### config.mk
export PLATFORM = sky130hd
export DESIGN_NAME = multicycle_ctrl_flat
export DESIGN_NICKNAME = d
export VERILOG_FILES = /design/src/rtl/multicycle_ctrl_if.sv /design/src/rtl/multicycle_ctrl.sv /design/src/flat_wrapper.sv
export SDC_FILE = /design/constraint.sdc
export NUM_CORES = 1
export LEC_CHECK = 0
export ABC_AREA = 1
export ABC_CLOCK_PERIOD_IN_PS = 1410
export CORE_MARGIN = 10
export CORE_UTILIZATION = 41
export DETAILED_ROUTE_END_ITERATION = 10
export PLACE_DENSITY = 0.79
export SYNTH_ARGS = -nofsm -noshare
export SYNTH_HDL_FRONTEND = slang
export SYNTH_SLANG_ARGS = --single-unit
### constraint.sdc
create_clock -name clk -period 1.41 [get_ports clk]
set_clock_uncertainty 0.2 [all_clocks]
set_input_delay 0.2115 -clock clk [delete_from_list [all_inputs] [get_ports clk]]
set_output_delay 0.2115 -clock clk [all_outputs]
set_load 0.1 [all_outputs]
### src/rtl/multicycle_ctrl_if.sv
// Handshake and datapath-control bundle between the multicycle sequencer and the
// IR/PC/ALU datapath plus the instruction and data memories.
// master = sequencer side, slave = datapath/memory side.
interface multicycle_ctrl_if;
    logic       start;
    logic [5:0] op;
    logic       branch_flag;
    logic       imem_ready;
    logic       dmem_ready;
    logic       imem_req;
    logic       dmem_req;
    logic       ir_write;
    logic       pc_write;
    logic       pc_src;
    logic       jump;
    logic       mem_write;
    logic       mem_to_reg;
    logic       alu_src;
    logic       reg_write;
    logic [2:0] alu_control;
    logic       busy;
    logic       halted;
    logic       timeout_err;
    logic [2:0] state;

    modport master (
        input  start, op, branch_flag, imem_ready, dmem_ready,
        output imem_req, dmem_req, ir_write, pc_write, pc_src, jump, mem_write,
               mem_to_reg, alu_src, reg_write, alu_control, busy, halted,
               timeout_err, state
    );

    modport slave (
        output start, op, branch_flag, imem_ready, dmem_ready,
        input  imem_req, dmem_req, ir_write, pc_write, pc_src, jump, mem_write,
               mem_to_reg, alu_src, reg_write, alu_control, busy, halted,
               timeout_err, state
    );
endinterface

### src/rtl/multicycle_ctrl.sv
// Multicycle FSM sequencer for the accumulator CPU: per-state datapath enables from op/branch_flag.
// Latency: ALU/imm 4, load 5, store 4, branch 3, jump 2 cycles when memories answer at once.
// Backpressure: FETCH/MEM hold on imem_ready/dmem_ready; a watchdog halts after TIMEOUT wait cycles.
module multicycle_ctrl #(
    parameter int TIMEOUT = 16,
    parameter int CNT_W   = $clog2(TIMEOUT)
) (
    input  logic              clk,
    input  logic              rst_n,
    multicycle_ctrl_if.master bus
);
    typedef enum logic [2:0] {
        S_IDLE   = 3'd0,
        S_FETCH  = 3'd1,
        S_DECODE = 3'd2,
        S_EXEC   = 3'd3,
        S_MEM    = 3'd4,
        S_WB     = 3'd5,
        S_HALT   = 3'd6
    } state_t;

    localparam logic [CNT_W-1:0] CNT_LAST = CNT_W'(TIMEOUT - 1);

    state_t           state_q, state_d;
    logic [CNT_W-1:0] cnt_q, cnt_d;
    logic             err_q, err_set, err_clr;

    logic       imem_req, dmem_req, ir_write, pc_write, pc_src, jump;
    logic       mem_write, mem_to_reg, alu_src, reg_write;
    logic [2:0] alu_control;

    // op[5:4] selects the instruction class; op[3:0] sub-decodes the control class
    logic [1:0] op_class;
    logic [3:0] op_sub;
    assign op_class = bus.op[5:4];
    assign op_sub   = bus.op[3:0];

    // State, wait counter and sticky watchdog flag; async reset aborts any operation
    always_ff @(posedge clk or negedge rst_n) begin
        if (!rst_n) begin
            state_q <= S_IDLE;
            cnt_q   <= '0;
            err_q   <= 1'b0;
        end else begin
            state_q <= state_d;
            cnt_q   <= cnt_d;
            if (err_set) begin
                err_q <= 1'b1;
            end else if (err_clr) begin
                err_q <= 1'b0;
            end
        end
    end

    // Next state and per-state strobes; the counter only survives while a wait continues
    always_comb begin
        state_d     = state_q;
        cnt_d       = '0;
        err_set     = 1'b0;
        err_clr     = 1'b0;
        imem_req    = 1'b0;
        dmem_req    = 1'b0;
        ir_write    = 1'b0;
        pc_write    = 1'b0;
        pc_src      = 1'b0;
        jump        = 1'b0;
        mem_write   = 1'b0;
        mem_to_reg  = 1'b0;
        alu_src     = 1'b0;
        reg_write   = 1'b0;
        alu_control = 3'b000;
        case (state_q)
            S_IDLE: begin
                if (bus.start) state_d = S_FETCH;
            end
            S_FETCH: begin
                imem_req = 1'b1;
                if (bus.imem_ready) begin
                    ir_write = 1'b1;
                    pc_write = 1'b1;
                    state_d  = S_DECODE;
                end else if (cnt_q == CNT_LAST) begin
                    err_set = 1'b1;
                    state_d = S_HALT;
                end else begin
                    cnt_d = cnt_q + CNT_W'(1);
                end
            end
            S_DECODE: begin
                if (op_class != 2'b11 || op_sub == 4'b0000) begin
                    state_d = S_EXEC;
                end else if (op_sub == 4'b0001) begin
                    pc_write = 1'b1;
                    jump     = 1'b1;
                    state_d  = S_FETCH;
                end else if (op_sub == 4'b1111) begin
                    state_d = S_HALT;
                end else begin
                    state_d = S_FETCH;
                end
            end
            S_EXEC: begin
                case (op_class)
                    2'b00: begin
                        alu_control = bus.op[2:0];
                        state_d     = S_WB;
                    end
                    2'b01: begin
                        alu_control = bus.op[2:0];
                        alu_src     = 1'b1;
                        state_d     = S_WB;
                    end
                    2'b10: begin
                        alu_control = 3'b000;
                        alu_src     = 1'b1;
                        state_d     = S_MEM;
                    end
                    default: begin
                        alu_control = 3'b001;
                        pc_write    = bus.branch_flag;
                        pc_src      = bus.branch_flag;
                        state_d     = S_FETCH;
                    end
                endcase
            end
            S_MEM: begin
                dmem_req = 1'b1;
                if (bus.dmem_ready) begin
                    mem_write = bus.op[0];
                    state_d   = bus.op[0] ? S_FETCH : S_WB;
                end else if (cnt_q == CNT_LAST) begin
                    err_set = 1'b1;
                    state_d = S_HALT;
                end else begin
                    mem_write = bus.op[0];
                    cnt_d     = cnt_q + CNT_W'(1);
                end
            end
            S_WB: begin
                reg_write  = 1'b1;
                mem_to_reg = (op_class == 2'b10) && !bus.op[0];
                state_d    = S_FETCH;
            end
            S_HALT: begin
                if (bus.start) begin
                    err_clr = 1'b1;
                    state_d = S_FETCH;
                end
            end
            default: begin
                state_d = S_IDLE;
            end
        endcase
    end

    assign bus.imem_req    = imem_req;
    assign bus.dmem_req    = dmem_req;
    assign bus.ir_write    = ir_write;
    assign bus.pc_write    = pc_write;
    assign bus.pc_src      = pc_src;
    assign bus.jump        = jump;
    assign bus.mem_write   = mem_write;
    assign bus.mem_to_reg  = mem_to_reg;
    assign bus.alu_src     = alu_src;
    assign bus.reg_write   = reg_write;
    assign bus.alu_control = alu_control;
    assign bus.busy        = (state_q != S_IDLE) && (state_q != S_HALT);
    assign bus.halted      = (state_q == S_HALT);
    assign bus.timeout_err = err_q;
    assign bus.state       = state_q;
endmodule

### src/flat_wrapper.sv
// flat-port wrapper written by rule: the top's interface ports become plain ports
module multicycle_ctrl_flat 
#(
    parameter int TIMEOUT = 16,
    parameter int CNT_W   = $clog2(TIMEOUT)
)
  (clk, rst_n, bus_start, bus_op, bus_branch_flag, bus_imem_ready, bus_dmem_ready, bus_imem_req, bus_dmem_req, bus_ir_write, bus_pc_write, bus_pc_src, bus_jump, bus_mem_write, bus_mem_to_reg, bus_alu_src, bus_reg_write, bus_alu_control, bus_busy, bus_halted, bus_timeout_err, bus_state);
  multicycle_ctrl_if bus_i ();
  input  logic clk;
  input  logic rst_n;
  input wire logic [$bits(bus_i.start)-1:0] bus_start;
  input wire logic [$bits(bus_i.op)-1:0] bus_op;
  input wire logic [$bits(bus_i.branch_flag)-1:0] bus_branch_flag;
  input wire logic [$bits(bus_i.imem_ready)-1:0] bus_imem_ready;
  input wire logic [$bits(bus_i.dmem_ready)-1:0] bus_dmem_ready;
  output wire logic [$bits(bus_i.imem_req)-1:0] bus_imem_req;
  output wire logic [$bits(bus_i.dmem_req)-1:0] bus_dmem_req;
  output wire logic [$bits(bus_i.ir_write)-1:0] bus_ir_write;
  output wire logic [$bits(bus_i.pc_write)-1:0] bus_pc_write;
  output wire logic [$bits(bus_i.pc_src)-1:0] bus_pc_src;
  output wire logic [$bits(bus_i.jump)-1:0] bus_jump;
  output wire logic [$bits(bus_i.mem_write)-1:0] bus_mem_write;
  output wire logic [$bits(bus_i.mem_to_reg)-1:0] bus_mem_to_reg;
  output wire logic [$bits(bus_i.alu_src)-1:0] bus_alu_src;
  output wire logic [$bits(bus_i.reg_write)-1:0] bus_reg_write;
  output wire logic [$bits(bus_i.alu_control)-1:0] bus_alu_control;
  output wire logic [$bits(bus_i.busy)-1:0] bus_busy;
  output wire logic [$bits(bus_i.halted)-1:0] bus_halted;
  output wire logic [$bits(bus_i.timeout_err)-1:0] bus_timeout_err;
  output wire logic [$bits(bus_i.state)-1:0] bus_state;
  assign bus_i.start = bus_start;
  assign bus_i.op = bus_op;
  assign bus_i.branch_flag = bus_branch_flag;
  assign bus_i.imem_ready = bus_imem_ready;
  assign bus_i.dmem_ready = bus_dmem_ready;
  assign bus_imem_req = bus_i.imem_req;
  assign bus_dmem_req = bus_i.dmem_req;
  assign bus_ir_write = bus_i.ir_write;
  assign bus_pc_write = bus_i.pc_write;
  assign bus_pc_src = bus_i.pc_src;
  assign bus_jump = bus_i.jump;
  assign bus_mem_write = bus_i.mem_write;
  assign bus_mem_to_reg = bus_i.mem_to_reg;
  assign bus_alu_src = bus_i.alu_src;
  assign bus_reg_write = bus_i.reg_write;
  assign bus_alu_control = bus_i.alu_control;
  assign bus_busy = bus_i.busy;
  assign bus_halted = bus_i.halted;
  assign bus_timeout_err = bus_i.timeout_err;
  assign bus_state = bus_i.state;
  multicycle_ctrl #(.TIMEOUT(TIMEOUT), .CNT_W(CNT_W)) u_core (.clk(clk), .rst_n(rst_n), .bus(bus_i));
endmodule
==> results.sh, run 1 <==
export IMPL_error_line="[ERROR DPL-0038] Utilization greater than 100%, impossible to legalize"
export IMPL_num_rows=14
export IMPL_start_util_pct=45.02
export IMPL_status="aborted with a tool error"
export IMPL_synth_distinct_cells=19
export IMPL_synth_avg_cell_area_sq_um=6.440
export IMPL_failing_step="detailed placement"
export IMPL_io_buffers=30
export IMPL_ys_top_cells_by_area="dfrtp_1, inv_1, nand2_1"
export IMPL_die_h_microns=61.38
export IMPL_ys_seq_area_share_pct=28.52
export IMPL_synth_warnings=0
export IMPL_yosysMostFrequentCell="inv_1"
export IMPL_synth_top_area_share_pct=28.52
export IMPL_synth_cell_area_sq_um=701.9
export IMPL_dieWidth_microns=61.38
export IMPL_io_pins=31
export IMPL_syn_inst=109
export IMPL_synth_ff_type="dfrtp_1"
export IMPL_synth_top_cells_by_count="inv_1, nand2_1, nor2_1, nand3_1, dfrtp_1"
export IMPL_synth_edf_count=0
export IMPL_syn_num_nets=127
export IMPL_gp_congestion=0.8529
export IMPL_synth_top_area_cell="dfrtp_1"
export IMPL_yosys_register_bits=8
export IMPL_async_flop_share_pct=100.0
cells by family after synthesis:
family          share of synthesized area [%]
buf+inv                                 13.90
flops                                   28.52
compound gates                          7.665
simple gates                            36.72
fa+ha+maj                               10.69
xor+xnor                                2.496
metrics by stage:
step / hold slack, ns / area [sq um]
2_1_floorplan: -0.2841 / 852.1
3_3_place_gp: 0.2926 / 1640
==> inputs of run 2 (changes only) <==
Settings changed: CORE_AREA set to 10 10 71 73, CORE_MARGIN 10 to not set, CORE_UTILIZATION 41 to not set, DIE_AREA set to 0 0 81 83, PLACE_DENSITY 0.79 to not set, PLACE_DENSITY_LB_ADDON set to 0.15.
==> run 2 against run 1 <==
Against the previous run: the flow now finishes, with violations (negative setup slack); area after synthesis is the same; synthesized cell count is the same.
==> results.sh, run 2 <==
export IMPL_fin_nets=208
export IMPL_gp_congestion=0.7826
export IMPL_timing_fmax_ghz=0.5381
export IMPL_drt_iter0_drc=39
export IMPL_tns_ns=-7.026
export IMPL_synthMuxAreaShare_pct=0
export IMPL_synthAdderAreaFrac_pct=10.70
export IMPL_required_ns=1.00
export IMPL_final_common_cell="buf_4"
export IMPL_antenna_found_initial=0
export IMPL_final_setup_worst_slack_ns=-0.4484
export IMPL_period_share_pct=131.8
export IMPL_root_buffer="clkbuf_8"
export IMPL_path_common_cell="nor2_4"
export IMPL_h_tree_depth=1
export IMPL_critPathKind="reg -> out"
export IMPL_start_util_pct=19.32
export IMPL_status="finished, violations left"
export IMPL_cp_cell_sequence="nand2_4, nor2_4, nand3_2, clkinvlp_4, nor2_4, nand2_8, buf_12"
export IMPL_max_cap_viol_count=0
export IMPL_top_register="u_core.cnt_q"
export IMPL_die_area_sq_um=6723
export IMPL_grt_max_degree=9
export IMPL_layout_drive_gt1_share_pct=61.38
export IMPL_drt_total_wl_mm=2.722
export IMPL_hold_buffers=0
export IMPL_ys_top_cells_by_area="dfrtp_1, inv_1, nand2_1"
export IMPL_avgRoutedWirePerCell_microns=11.49
export IMPL_synth_compound_area_share_pct=7.665
export IMPL_relSlewSlack_pct=74.92
export IMPL_antenna_cells=0
export IMPL_grt_pass1_wl_mm=4.657
export IMPL_final_cell_mix="buf_4, buf_12, nand2_1, inv_1, buf_6"
export IMPL_dp_hpwl_mm=2.313
export IMPL_synth_ff_type="dfrtp_1"
export IMPL_rrSetupSlack_ns=-0.13
export IMPL_clock_latency_ns=0.24
export IMPL_leakage_nw=0.8902
export IMPL_r2r_start="u_core.bus.state[0]"
export IMPL_detail_route_antenna_nets=0
export IMPL_grt_pass1_vias=1062
export IMPL_first_pass_iters=4
export IMPL_critPathSlowestCell="dfrtp_4"
export IMPL_place_ws_ns=-0.6662
export IMPL_via_per_inst=4.101
export IMPL_cts_buffers_inserted=3
export IMPL_finalPower_mw=3.709
export IMPL_async_flop_share_pct=100.0
export IMPL_clock_sinks=8
export IMPL_drc=0
export IMPL_hold_violations=0
export IMPL_synth_distinct_cells=19
export IMPL_ys_seq_area_share_pct=28.52
export IMPL_io_buffers=30
export IMPL_cp_start_kind="register"
export IMPL_cp_max_fo=5
export IMPL_synth_cell_area_sq_um=701.9
export IMPL_synth_top_area_share_pct=28.52
export IMPL_hold_class="in -> async"
export IMPL_synth_top_area_cell="dfrtp_1"
export IMPL_setup_viol=26
export IMPL_largest_reg_flops=4
export IMPL_ir_drop_mv=1.241
export IMPL_syn_inst=109
export IMPL_crit_arrival_ns=1.45
export IMPL_rr_worst_depth=9
export IMPL_coreArea_sq_um=3633
export IMPL_rr_endpoint="u_core.bus.state[0]"
export IMPL_dpl_cell_count=227
export IMPL_synth_top_family_by_area="simple AND/OR/NAND/NOR gates"
export IMPL_synth_simple_gate_area_share_pct=36.72
export IMPL_cts_tree="built"
export IMPL_synth_warnings=0
export IMPL_worst_pin_slew_ns=0.3751
export IMPL_yosys_area_share_xor_xnor_pct=2.496
export IMPL_num_rows=22
export IMPL_clkTransAtPathRegs_ns=0.04
export IMPL_synth_top_cells_by_count="inv_1, nand2_1, nor2_1, nand3_1, dfrtp_1"
export IMPL_grt_overflow_total=0
export IMPL_area_growth_pct=174.9
export IMPL_grt_use_total_pct=8.610
export IMPL_cp_slowest_stage_delay_ns=0.51
export IMPL_die_h_microns=83
export IMPL_cts_max_path_buffers=2
export IMPL_stdcell_count=237
export IMPL_synth_edf_count=0
export IMPL_cp_end_kind="output port"
export IMPL_rsz0062_at_grt="true"
export IMPL_syn_num_nets=127
export IMPL_vias=972
export IMPL_period_needed_ns=1.858
export IMPL_powerDensity_nw_per_um2=1923
export IMPL_io_pins=31
export IMPL_dieWidth_microns=81
export IMPL_yosysMostFrequentCell="inv_1"
export IMPL_yosys_register_bits=8
export IMPL_synth_avg_cell_area_sq_um=6.440
export IMPL_drv_slew=0
export IMPL_violations="negative setup slack"
-- run 2: worst max path at each step --
stage                        start            endpoint  cells after the start
2_1_floorplan  u_core.bus.state[2]      bus_mem_to_reg                      2
3_3_place_gp             bus_op[4]            bus_jump                      7
3_5_place_dp             bus_op[4]  bus_alu_control[1]                      8
4_1_cts        u_core.bus.state[0]        bus_pc_write                      7
5_1_grt        u_core.bus.state[0]        bus_pc_write                      7
6_report       u_core.bus.state[0]        bus_pc_write                      7
-- run 2: per-layer routing --
layer / share of wire (%) / track usage, % / up-vias
met4: 1.9 / 3.756 / 0
met5: 0 / 0 / -
li1: - / - / 496
met2: 55 / 15.63 / 23
met1: 38 / 8.720 / 448
met3: 5.0 / 2.371 / 5
-- run 2: logic make-up (layout without fill, tap and decap cells) --
| kind of cell | Yosys count | count (layout) |
|---|---|---|
| AO/OA/AOI/OAI | 8 | 8 |
| XOR/XNOR | 2 | 2 |
| adder cells (fa/ha/maj) | 6 | 6 |
| buffers and inverters | 26 | 106 |
| flip-flops | 8 | 8 |
| AND/OR/NAND/NOR | 59 | 59 |
-- run 2: area by class of cell --
type / count / area, sq um
multi-input combinational: 75 / 608.1
clock buffer: 4 / 45.04
sequential: 8 / 211.5
tap: 48 / 60.06
timing repair buffer: 76 / 883.3
inverter: 26 / 121.4
fill: 350 / 1704
-- run 2: report_power, final --
group | internal [mW] | switching (mW) | total, mW
Clock | 0.197 | 0.102 | 0.298
Combinational | 1.24 | 1.73 | 2.98
Sequential | 0.319 | 0.117 | 0.435
Total | 1.76 | 1.95 | 3.71
-- run 2: through the flow --
step	cell area (sq um)	hold slack, ns	utilization (%)
3_5_place_dp	1715	0.3221	47.21
6_report	1929	0.05957	53.10
2_1_floorplan	852.1	-0.2841	-
3_3_place_gp	1715	0.3121	47.21
5_1_grt	1929	0.08620	53.10
4_1_cts	1887	0.07306	51.93
-- run 2: critical path, delay by kind of cell (launching register included) --
| family | cells | cell delay [ns] |
|---|---|---|
| buf+inv | 2 | 0.27 |
| flops | 1 | 0.51 |
| simple gates | 5 | 0.43 |
-- run 2: what timing repair did --
item	4_1_cts	5_1_grt
buffers inserted	3	4
cloned	0	0
hold endpoints to repair	0	0
pin swaps	12	2
endpoints found under the setup margin	26	26
gates resized for setup	35	8
(Power assumes the default switching activity.)
